`src/rtl/jump_pkg.sv`:
```
// Shared constants and the RAS operation decode for the ID-stage jump logic.
package jump_pkg;

    localparam int FW_MEM    = 0;
    localparam int FW_EX     = 1;
    localparam int REGION_HI = 31;
    localparam int REGION_LO = 28;

    typedef enum logic [1:0] {
        RAS_IDLE,
        RAS_PUSH,
        RAS_POP,
        RAS_REPL
    } ras_op_e;

    // A push+pop on an empty stack degenerates to a plain push; a pop on empty is a no-op.
    function automatic ras_op_e ras_op(input logic push, input logic pop, input logic nonempty);
        if (push && pop && nonempty) return RAS_REPL;
        if (push)                    return RAS_PUSH;
        if (pop && nonempty)         return RAS_POP;
        return RAS_IDLE;
    endfunction

endpackage

```
`src/rtl/ras_stack.sv`:
```
// Circular return-address stack with push/pop/replace and a sticky overflow flag.
// Latency: top/valid combinational from state; state updates on the rising edge.
// Backpressure: none; the caller gates push/pop with its own update enable.
module ras_stack #(
    parameter  int DEPTH = 8,
    localparam int PW    = $clog2(DEPTH),
    localparam int CW    = PW + 1
) (
    input  logic          clk,
    input  logic          rst_n,
    input  logic          push,
    input  logic          pop,
    input  logic [31:0]   wdata,
    output logic [31:0]   top,
    output logic          valid,
    output logic [CW-1:0] count,
    output logic          overflow
);
    import jump_pkg::*;

    logic [31:0]   mem_q [DEPTH];
    logic [31:0]   mem_d [DEPTH];
    logic [PW-1:0] wr_ptr_q, wr_ptr_d;
    logic [PW-1:0] top_ptr;
    logic [CW-1:0] count_q, count_d;
    logic          overflow_q, overflow_d;
    logic          full;

    assign top_ptr  = wr_ptr_q - PW'(1);
    assign valid    = (count_q != '0);
    assign full     = (count_q == CW'(DEPTH));
    assign top      = valid ? mem_q[top_ptr] : 32'h0;
    assign count    = count_q;
    assign overflow = overflow_q;

    always_comb begin
        mem_d      = mem_q;
        wr_ptr_d   = wr_ptr_q;
        count_d    = count_q;
        overflow_d = overflow_q;
        case (ras_op(push, pop, valid))
            RAS_PUSH: begin
                mem_d[wr_ptr_q] = wdata;
                wr_ptr_d        = wr_ptr_q + PW'(1);
                // When full the write lands on the oldest slot, so depth stays put.
                if (full) overflow_d = 1'b1;
                else      count_d    = count_q + CW'(1);
            end
            RAS_POP: begin
                wr_ptr_d = top_ptr;
                count_d  = count_q - CW'(1);
            end
            RAS_REPL: begin
                mem_d[top_ptr] = wdata;
            end
            default: ;
        endcase
    end

    always_ff @(posedge clk or negedge rst_n) begin
        if (!rst_n) begin
            for (int i = 0; i < DEPTH; i++) mem_q[i] <= '0;
            wr_ptr_q   <= '0;
            count_q    <= '0;
            overflow_q <= 1'b0;
        end else begin
            mem_q      <= mem_d;
            wr_ptr_q   <= wr_ptr_d;
            count_q    <= count_d;
            overflow_q <= overflow_d;
        end
    end

endmodule

```
`src/rtl/jump_ras_unit.sv`:
```
// ID-stage jump target resolution with forwarding mux, RAS prediction and hit/miss stats.
// Latency: jump_addr/ras_top/mispredict combinational; stack and counters update next edge.
// Backpressure: stall or flush suppresses every state update for that cycle.
module jump_ras_unit #(
    parameter int DEPTH     = 8,
    parameter int FWD_SRC   = 2,
    parameter int PC_REGION = 1,
    parameter int CNT_W     = 16
) (
    input  logic                       clk,
    input  logic                       rst_n,
    input  logic                       stall,
    input  logic                       flush,
    input  logic                       jr,
    input  logic                       jal,
    input  logic                       rs_is_ra,
    input  logic [31:0]                rs,
    input  logic [25:0]                target,
    input  logic [31:0]                pc_plus4,
    input  logic [31:0]                ret_addr,
    input  logic [FWD_SRC-1:0]         fw_sel,
    input  logic [32*FWD_SRC-1:0]      fw_data,
    output logic [31:0]                jump_addr,
    output logic [31:0]                ras_top,
    output logic                       ras_valid,
    output logic                       mispredict,
    output logic [$clog2(DEPTH):0]     ras_count,
    output logic                       ras_overflow,
    output logic [CNT_W-1:0]           hit_cnt,
    output logic [CNT_W-1:0]           miss_cnt
);
    import jump_pkg::*;

    logic [31:0]      rsv;
    logic [3:0]       region;
    logic             upd;
    logic             pop_evt;
    logic             pred_hit;
    logic             unused_pc;
    logic [CNT_W-1:0] hit_cnt_q, hit_cnt_d;
    logic [CNT_W-1:0] miss_cnt_q, miss_cnt_d;

    // Later (younger) sources override older ones, giving highest-set-bit priority.
    always_comb begin
        rsv = rs;
        for (int i = 0; i < FWD_SRC; i++) begin
            if (fw_sel[i]) rsv = fw_data[32*i +: 32];
        end
    end

    assign region    = (PC_REGION != 0) ? pc_plus4[REGION_HI:REGION_LO] : 4'b0;
    assign unused_pc = ^pc_plus4[REGION_LO-1:0];
    assign jump_addr = jr ? rsv : {region, target, 2'b00};

    assign upd        = !stall && !flush;
    assign pop_evt    = jr && rs_is_ra;
    assign pred_hit   = ras_valid && (rsv == ras_top);
    assign mispredict = pop_evt && ras_valid && (rsv != ras_top);

    ras_stack #(.DEPTH(DEPTH)) u_ras (
        .clk      (clk),
        .rst_n    (rst_n),
        .push     (jal && upd),
        .pop      (pop_evt && upd),
        .wdata    (ret_addr),
        .top      (ras_top),
        .valid    (ras_valid),
        .count    (ras_count),
        .overflow (ras_overflow)
    );

    always_comb begin
        hit_cnt_d  = hit_cnt_q;
        miss_cnt_d = miss_cnt_q;
        if (upd && pop_evt) begin
            if (pred_hit) begin
                if (hit_cnt_q != '1) hit_cnt_d = hit_cnt_q + CNT_W'(1);
            end else begin
                if (miss_cnt_q != '1) miss_cnt_d = miss_cnt_q + CNT_W'(1);
            end
        end
    end

    always_ff @(posedge clk or negedge rst_n) begin
        if (!rst_n) begin
            hit_cnt_q  <= '0;
            miss_cnt_q <= '0;
        end else begin
            hit_cnt_q  <= hit_cnt_d;
            miss_cnt_q <= miss_cnt_d;
        end
    end

    assign hit_cnt  = hit_cnt_q;
    assign miss_cnt = miss_cnt_q;

endmodule

```
`config.mk`:
```
export PLATFORM = sky130hd
export DESIGN_NAME = jump_ras_unit
export DESIGN_NICKNAME = d
export VERILOG_FILES = /design/src/rtl/jump_pkg.sv /design/src/rtl/ras_stack.sv /design/src/rtl/jump_ras_unit.sv
export SDC_FILE = /design/constraint.sdc
export NUM_CORES = 1
export LEC_CHECK = 0
export BUFFER_PORTS_ARGS = -buffer_cell sky130_fd_sc_hd__buf_2
export CAP_MARGIN = 10
export CORE_MARGIN = 2
export CORE_UTILIZATION = 35
export DETAILED_ROUTE_END_ITERATION = 8
export SYNTH_ARGS = -nofsm -noshare
export SYNTH_HDL_FRONTEND = slang
export SYNTH_SLANG_ARGS = --single-unit
export TNS_END_PERCENT = 1
```
`constraint.sdc`:
```
create_clock -name clk -period 4.3 [get_ports clk]
set_clock_uncertainty 0.2 [all_clocks]
set_input_delay 0.215 -clock clk [delete_from_list [all_inputs] [get_ports clk]]
set_output_delay 0.215 -clock clk [all_outputs]
set_load 0.02 [all_outputs]
```
; ---- After elaboration in Yosys (flattened, before gate mapping)
; Index checks and enable logic that the tools add are counted.
[classes]
n_addsub = 6
order_cmp = 4
eq_ne = 9
n_mux = 29
bitwise_logic = 3
reduce_logical = 21
[ops]
columns = cell, n
row1 = 256-bit bitwise mux, 2
row2 = 256-bit case mux with 2 select lines, 1
row3 = 32-bit two-way mux, 8
row4 = 32-bit demux with 3-bit select, 2
row5 = 32-bit binary-select mux with 3-bit select, 1
row6 = "16-bit by 1-bit adder with 16-bit output, second input constant", 2
row7 = 32-bit equality test, 1
row8 = "16-bit != test, second input constant", 2
row9 = 32-bit != test, 1
row10 = 1-bit logical AND, 12
row11 = 2-bit two-way mux, 6
row12 = "4-bit greater-or-equal comparator, second input constant", 2
row13 = "4-bit by 1-bit less-than comparator with 1-bit output, second input constant", 2
row14 = 3-bit inverter with 4-bit output, 2
row15 = 4-bit case mux with 2 select lines, 1
row16 = 1-bit two-way mux, 6
row17 = 3-bit case mux with 2 select lines, 1
row18 = 3-bit AND reduction, 2
row19 = "4-bit by 1-bit adder with 4-bit output, second input constant", 1
row20 = "2-bit equality test, second input constant", 2
row21 = "4-bit equality test, second input constant", 1
row22 = 4-bit two-way mux, 1
row23 = 2-bit AND reduction, 2
row24 = 2-bit nonzero test, 2
row25 = 8 further kinds, 9
[totals]
reg_bits = 296
input_bits = 195
out_inout_bits = 103
elab_cells = 85

; ---- Longest topological paths before layout
[depth]
ltp_word = 15
depth_mapped = 19

; ---- By module
; Synthesis repeated with hierarchy kept, for this count alone.
[unflattened]
cells_unflattened = 1417
area_unflattened_um2 = 16024.1
[modules_own_cells]
columns = mod, instances, cells_each, area_each_um2, seq_area_each_um2
row1 = ras_stack, 1, 999, 12520.8, 6606.3
row2 = jump_ras_unit, 1, 418, 3503.4, 800.8

; ---- Worst setup path after synthesis
; No wires, ideal clock.
[synth_path]
kind = flip-flop to flip-flop
start = register u_ras.wr_ptr_q[0]
end = register miss_cnt_q[1], in the netlist miss_cnt[1]
setup_ns = 0.128
arrival_time_ns = 4.432
required_time_ns = 3.972
slack_ns = -0.460
path_stages_with_launch = 19
n_path_buf = 7
synth_period_minus_slack_ns = 4.760
path_cell_list = dfrtp_1 buf_2 buf_2 buf_2 buf_2 inv_1 ha_1 clkbuf_1 inv_2 clkbuf_1 clkbuf_1 nand3_1 and4_1 xor2_1 or4_1 nor2_1 nand4_1 nand3_1 mux2_1
[synth_via]
elab_chain_len = 10
[synth_rtl]
columns = item, line
row1 = from (decl), ras_stack.sv:23  ; logic [PW-1:0] wr_ptr_q, wr_ptr_d;
row2 = from (signal assigned), ras_stack.sv:68  ; wr_ptr_q <= wr_ptr_d;
row3 = 3-bit by 1-bit subtractor with 3-bit output, ras_stack.sv:29  ; assign top_ptr = wr_ptr_q - PW'(1);
row4 = net u_ras.top_ptr[0], ras_stack.sv:24  ; logic [PW-1:0] top_ptr;
row5 = 3-bit inverter with 4-bit output (not written as such), ras_stack.sv:32  ; assign top = valid ? mem_q[top_ptr] : 32'h0;
row6 = 32-bit binary-select mux with 3-bit select, ras_stack.sv:32
row7 = 32-bit two-way mux (not written as such) (2 in series), ras_stack.sv:32
row8 = 32-bit two-way mux, ras_stack.sv:32
row9 = net ras_top[2], jump_ras_unit.sv:24  ; output logic [31:0] ras_top,
row10 = 32-bit equality test, jump_ras_unit.sv:57  ; assign pred_hit = ras_valid && (rsv == ras_top);
row11 = 1-bit logical AND, jump_ras_unit.sv:57
row12 = 1-bit inverter (no source line), --
row13 = 3-bit AND reduction (no source line), --
row14 = to (signal assigned), jump_ras_unit.sv:90  ; miss_cnt_q <= miss_cnt_d;
row15 = to (decl), jump_ras_unit.sv:41  ; logic [CNT_W-1:0] miss_cnt_q, miss_cnt_d;
; The timed path passes the listed nets, and every way through them passes these cells. The select of a mux whose other input is x is not followed.
; A chain may end at the register's enable or synchronous reset.

; ---- Worst setup path in the final report
[layout_path]
start = register u_ras.wr_ptr_q[0]
end = output port mispredict
[layout_via]
elab_chain_len = 8
[layout_rtl]
columns = item, line
row1 = 3-bit by 1-bit subtractor with 3-bit output, ras_stack.sv:29
row2 = net u_ras.top_ptr[0], ras_stack.sv:24
row3 = 3-bit inverter with 4-bit output (not written as such), ras_stack.sv:32
row4 = 32-bit binary-select mux with 3-bit select, ras_stack.sv:32
row5 = 32-bit two-way mux (not written as such) (2 in series), ras_stack.sv:32
row6 = 32-bit two-way mux, ras_stack.sv:32
row7 = 32-bit != test, jump_ras_unit.sv:58  ; assign mispredict = pop_evt && ras_valid && (rsv != ras_top);
row8 = 1-bit logical AND, jump_ras_unit.sv:58
row9 = to (decl), jump_ras_unit.sv:26  ; output logic mispredict,
; The timed path passes the listed nets, and every way through them passes these cells. The select of a mux whose other input is x is not followed.

==> results.md <==
- GRT overflow: 0
- FP Rows: 77
- Critical Path RT: 3880 ps
- H-tree levels: 2
- Worst-margin pin slew: 880 ps
- Unique cell type count in the Yosys netlist: 51
- Sequential element share of the synthesized area: 47.8%
- Cell area after layout: 0.0197 mm²
- Hold Crit Start: flush
- Share of the synthesized area in the top cell type: 47.8%
- Post-route ant nets: 0
- Layout Cells excl Fill: 2233
- Inst Count DP: 2115
- Outcome: completed
- Final Cycle Share: 97.4%
- Share of layout cells above drive strength 1: 44.3%
- Vias per cell: 5.29
- Worst-path clk slew: 60 ps
- R2R setup slack: 280 ps
- CTS tree: built
- Wl on met1: 20.7 mm
- Critical path arrival: 3770 ps
- Filler Cells Inserted: 4139
- Largest area contributor in the netlist: dfrtp_1
- WS Path Type: flop to output pin
- Total Routed Length: 46.6 mm
- Vias in the first global route: 12008
- I/O Pins: 298
- Main synth FF type: dfrtp_1
- Largest net degree at the start of global routing: 108
- Worst slew margin: 41.1%
- Final net count: 1819
- Starting Density: 35.3%
- Largest cells by area after synthesis: dfrtp_1 (48%), mux2_2 (21%), mux2i_1 (10%)
- Via count: 11805
- Hold Crit Class: input pin to flop
- Worst vdd ir: 581 µV
- Synth-to-layout area growth: 27.2%
- Met3 routed wirelength: 3.19 mm
- Top Layer Used: met5
- GRT Util Overall: 20.0%
- Iteration-0 DRC count of the detailed router: 706
- Hold path cells: 5
- R2r startpoint: u_ras.wr_ptr_q[0]$_DFFE_PN0P_
- FF-to-FF End: miss_cnt[12]$_DFFE_PN0P_
- Clock buffer depth: 3
- Fin. max-slew vios: 0
- Final Hold Viols: 0
- Final Core Density: 44.8%
- Crit path capture type: output pin
- Clock buffer count from CTS: 35
- Vert. Die Dim: 214 µm
- CORE AREA: 0.0439 mm²
- Root Driver: clkbuf_16
- Setup violators final: 0
- Pwr per Cell Area: 833 mW/mm²
- Most frequent cell after synthesis: dfrtp_1
- Gpl congestion: 0.842
- Fin crit period: 4190 ps
- Min-Delay Endpoint: miss_cnt[3]$_DFFE_PN0P_
- Remaining DRCs: 0
- Post-Syn Nets: 1495
- Fmax: 0.239 GHz
- Leak: 9.40 nW
- Die X: 214 µm
- #FFs+latches synth: 296
- DP HPWL: 29.2 mm
- Final Power: 16.4 mW
- Mean area per synthesized cell: 12.0 µm²
- Max Cap Viol: 0
- Routed wl met2: 21.8 mm
- R2R depth: 17
- Post-Syn Area: 0.0155 mm²
- PortBufs: 269
- Drt first pass iters: 5
- Sink Count: 296
- Post-synth EDFFs: 0
- Ys Warns: 0
- CP Max Fanout: 5
- Startpoint types: flop
- Ys async rst share: 100%
- Most frequent cells after synthesis: dfrtp_1 (296), mux2_2 (291), mux2i_1 (154)
- DP Area: 0.0179 mm²
- Initial antenna violation count: 3
- Cells after synthesis: 1293
- Routed WL per cell: 20.9 µm
- Area of the die: 0.0459 mm²
- Skew-Pair Late Insertion Delay: 530 ps
- First-pass GRT wire length: 71.3 mm
- RSZ-0062 raised after global routing: no
## worst max-delay path: stages, from the launching register on
cell	delay, ps
dfrtp_4	500
inv_4	70
ha_4	130
buf_6	110
xor2_4	200
buf_6	160
buf_12	140
a31oi_1	90
and4_4	230
xor2_1	160
or4_4	600
nor4_4	260
buf_4	190
nand3_4	80
and2_4	160
buf_4	150
## worst max-delay path by stage
| stage | startpoint | end | cells after the start |
|---|---|---|---|
| after floorplan | u_ras.wr_ptr_q[0]$_DFFE_PN0P_ | miss_cnt[12]$_DFFE_PN0P_ | 18 |
| after global placement | u_ras.wr_ptr_q[0]$_DFFE_PN0P_ | hit_cnt[14]$_DFFE_PN0P_ | 11 |
| after detailed placement | u_ras.wr_ptr_q[0]$_DFFE_PN0P_ | miss_cnt[12]$_DFFE_PN0P_ | 12 |
| after CTS | u_ras.wr_ptr_q[0]$_DFFE_PN0P_ | mispredict | 13 |
| after global routing | u_ras.wr_ptr_q[0]$_DFFE_PN0P_ | mispredict | 15 |
| final | u_ras.wr_ptr_q[0]$_DFFE_PN0P_ | mispredict | 15 |
## metal layers
metal	vias to the layer above	GRT usage, %
li1	5365	-
met1	5995	26.7
met2	380	32.7
met3	61	4.84
met4	4	5.05
met5	-	0
## layout by cell type, fill, tap and decap left out, drive strengths merged, types with 17 or more instances in the layout
cell and count:
o21ai 33, dlygate4sd3 34, clkbuf 52, mux2i 154, a31oi 35, nor2 25, nor3 17, mux2 294
nand3 103, nand2 57, xor2 42, xnor2 24, dfrtp 296, and4 31, buf 340
## area by class of cell
class	instances	area, µm²	share of cell area, %
clock inverter	9	85.1	0.432
antenna	1	2.50	0.0127
multi-input combinational	896	7830	39.7
sequential	296	7410	37.6
timing repair buffer	377	2590	13.2
clock buffer	51	997	5.06
tap	592	741	3.76
inverter	11	43.8	0.222
## cells by family (layout without fill, tap and decap cells)
group | after synthesis | in the layout | synth area share (%)
fa+ha+maj | 7 | 7 | 0.614
xor+xnor | 65 | 66 | 3.77
buf+inv | 102 | 448 | 2.82
compound gates | 92 | 92 | 3.50
simple gates | 283 | 283 | 10.1
other cells | 0 | 1 | 0
flops | 296 | 296 | 47.8
mux | 448 | 448 | 31.3
## sequential cells by signal (all words and copies together) (netlist names)
name	flops
hit_cnt	16
miss_cnt	16
u_ras.count	4
u_ras.mem_q	256
u_ras.overflow	1
u_ras.wr_ptr_q	3
## power breakdown
part	total (mW)	internal (mW)	switching, mW
clock network	2.82	1.67	1.16
registers	4.43	3.86	0.573
logic	9.15	4.06	5.09
## metrics by stage
step / TNS (ps) / worst slack, ps / hold slack, ps
floorplan: 0 / 8.53 / -281
global placement: -267 / -69.0 / 114
detailed placement: -339 / -55.0 / 115
CTS: 0 / 6.79 / 24.0
global route: 0 / 17.1 / 63.9
finish: 0 / 112 / 33.2
## repair_timing
item	CTS	global route
gates resized for setup	14	17
hold buffers	34	0
cloned	4	1
endpoints found under the hold margin	355	0
setup endpoints to repair	12	1
buffers inserted	8	10
pin swaps	6	7
Note: power is estimated with default switching activity, not from simulation.
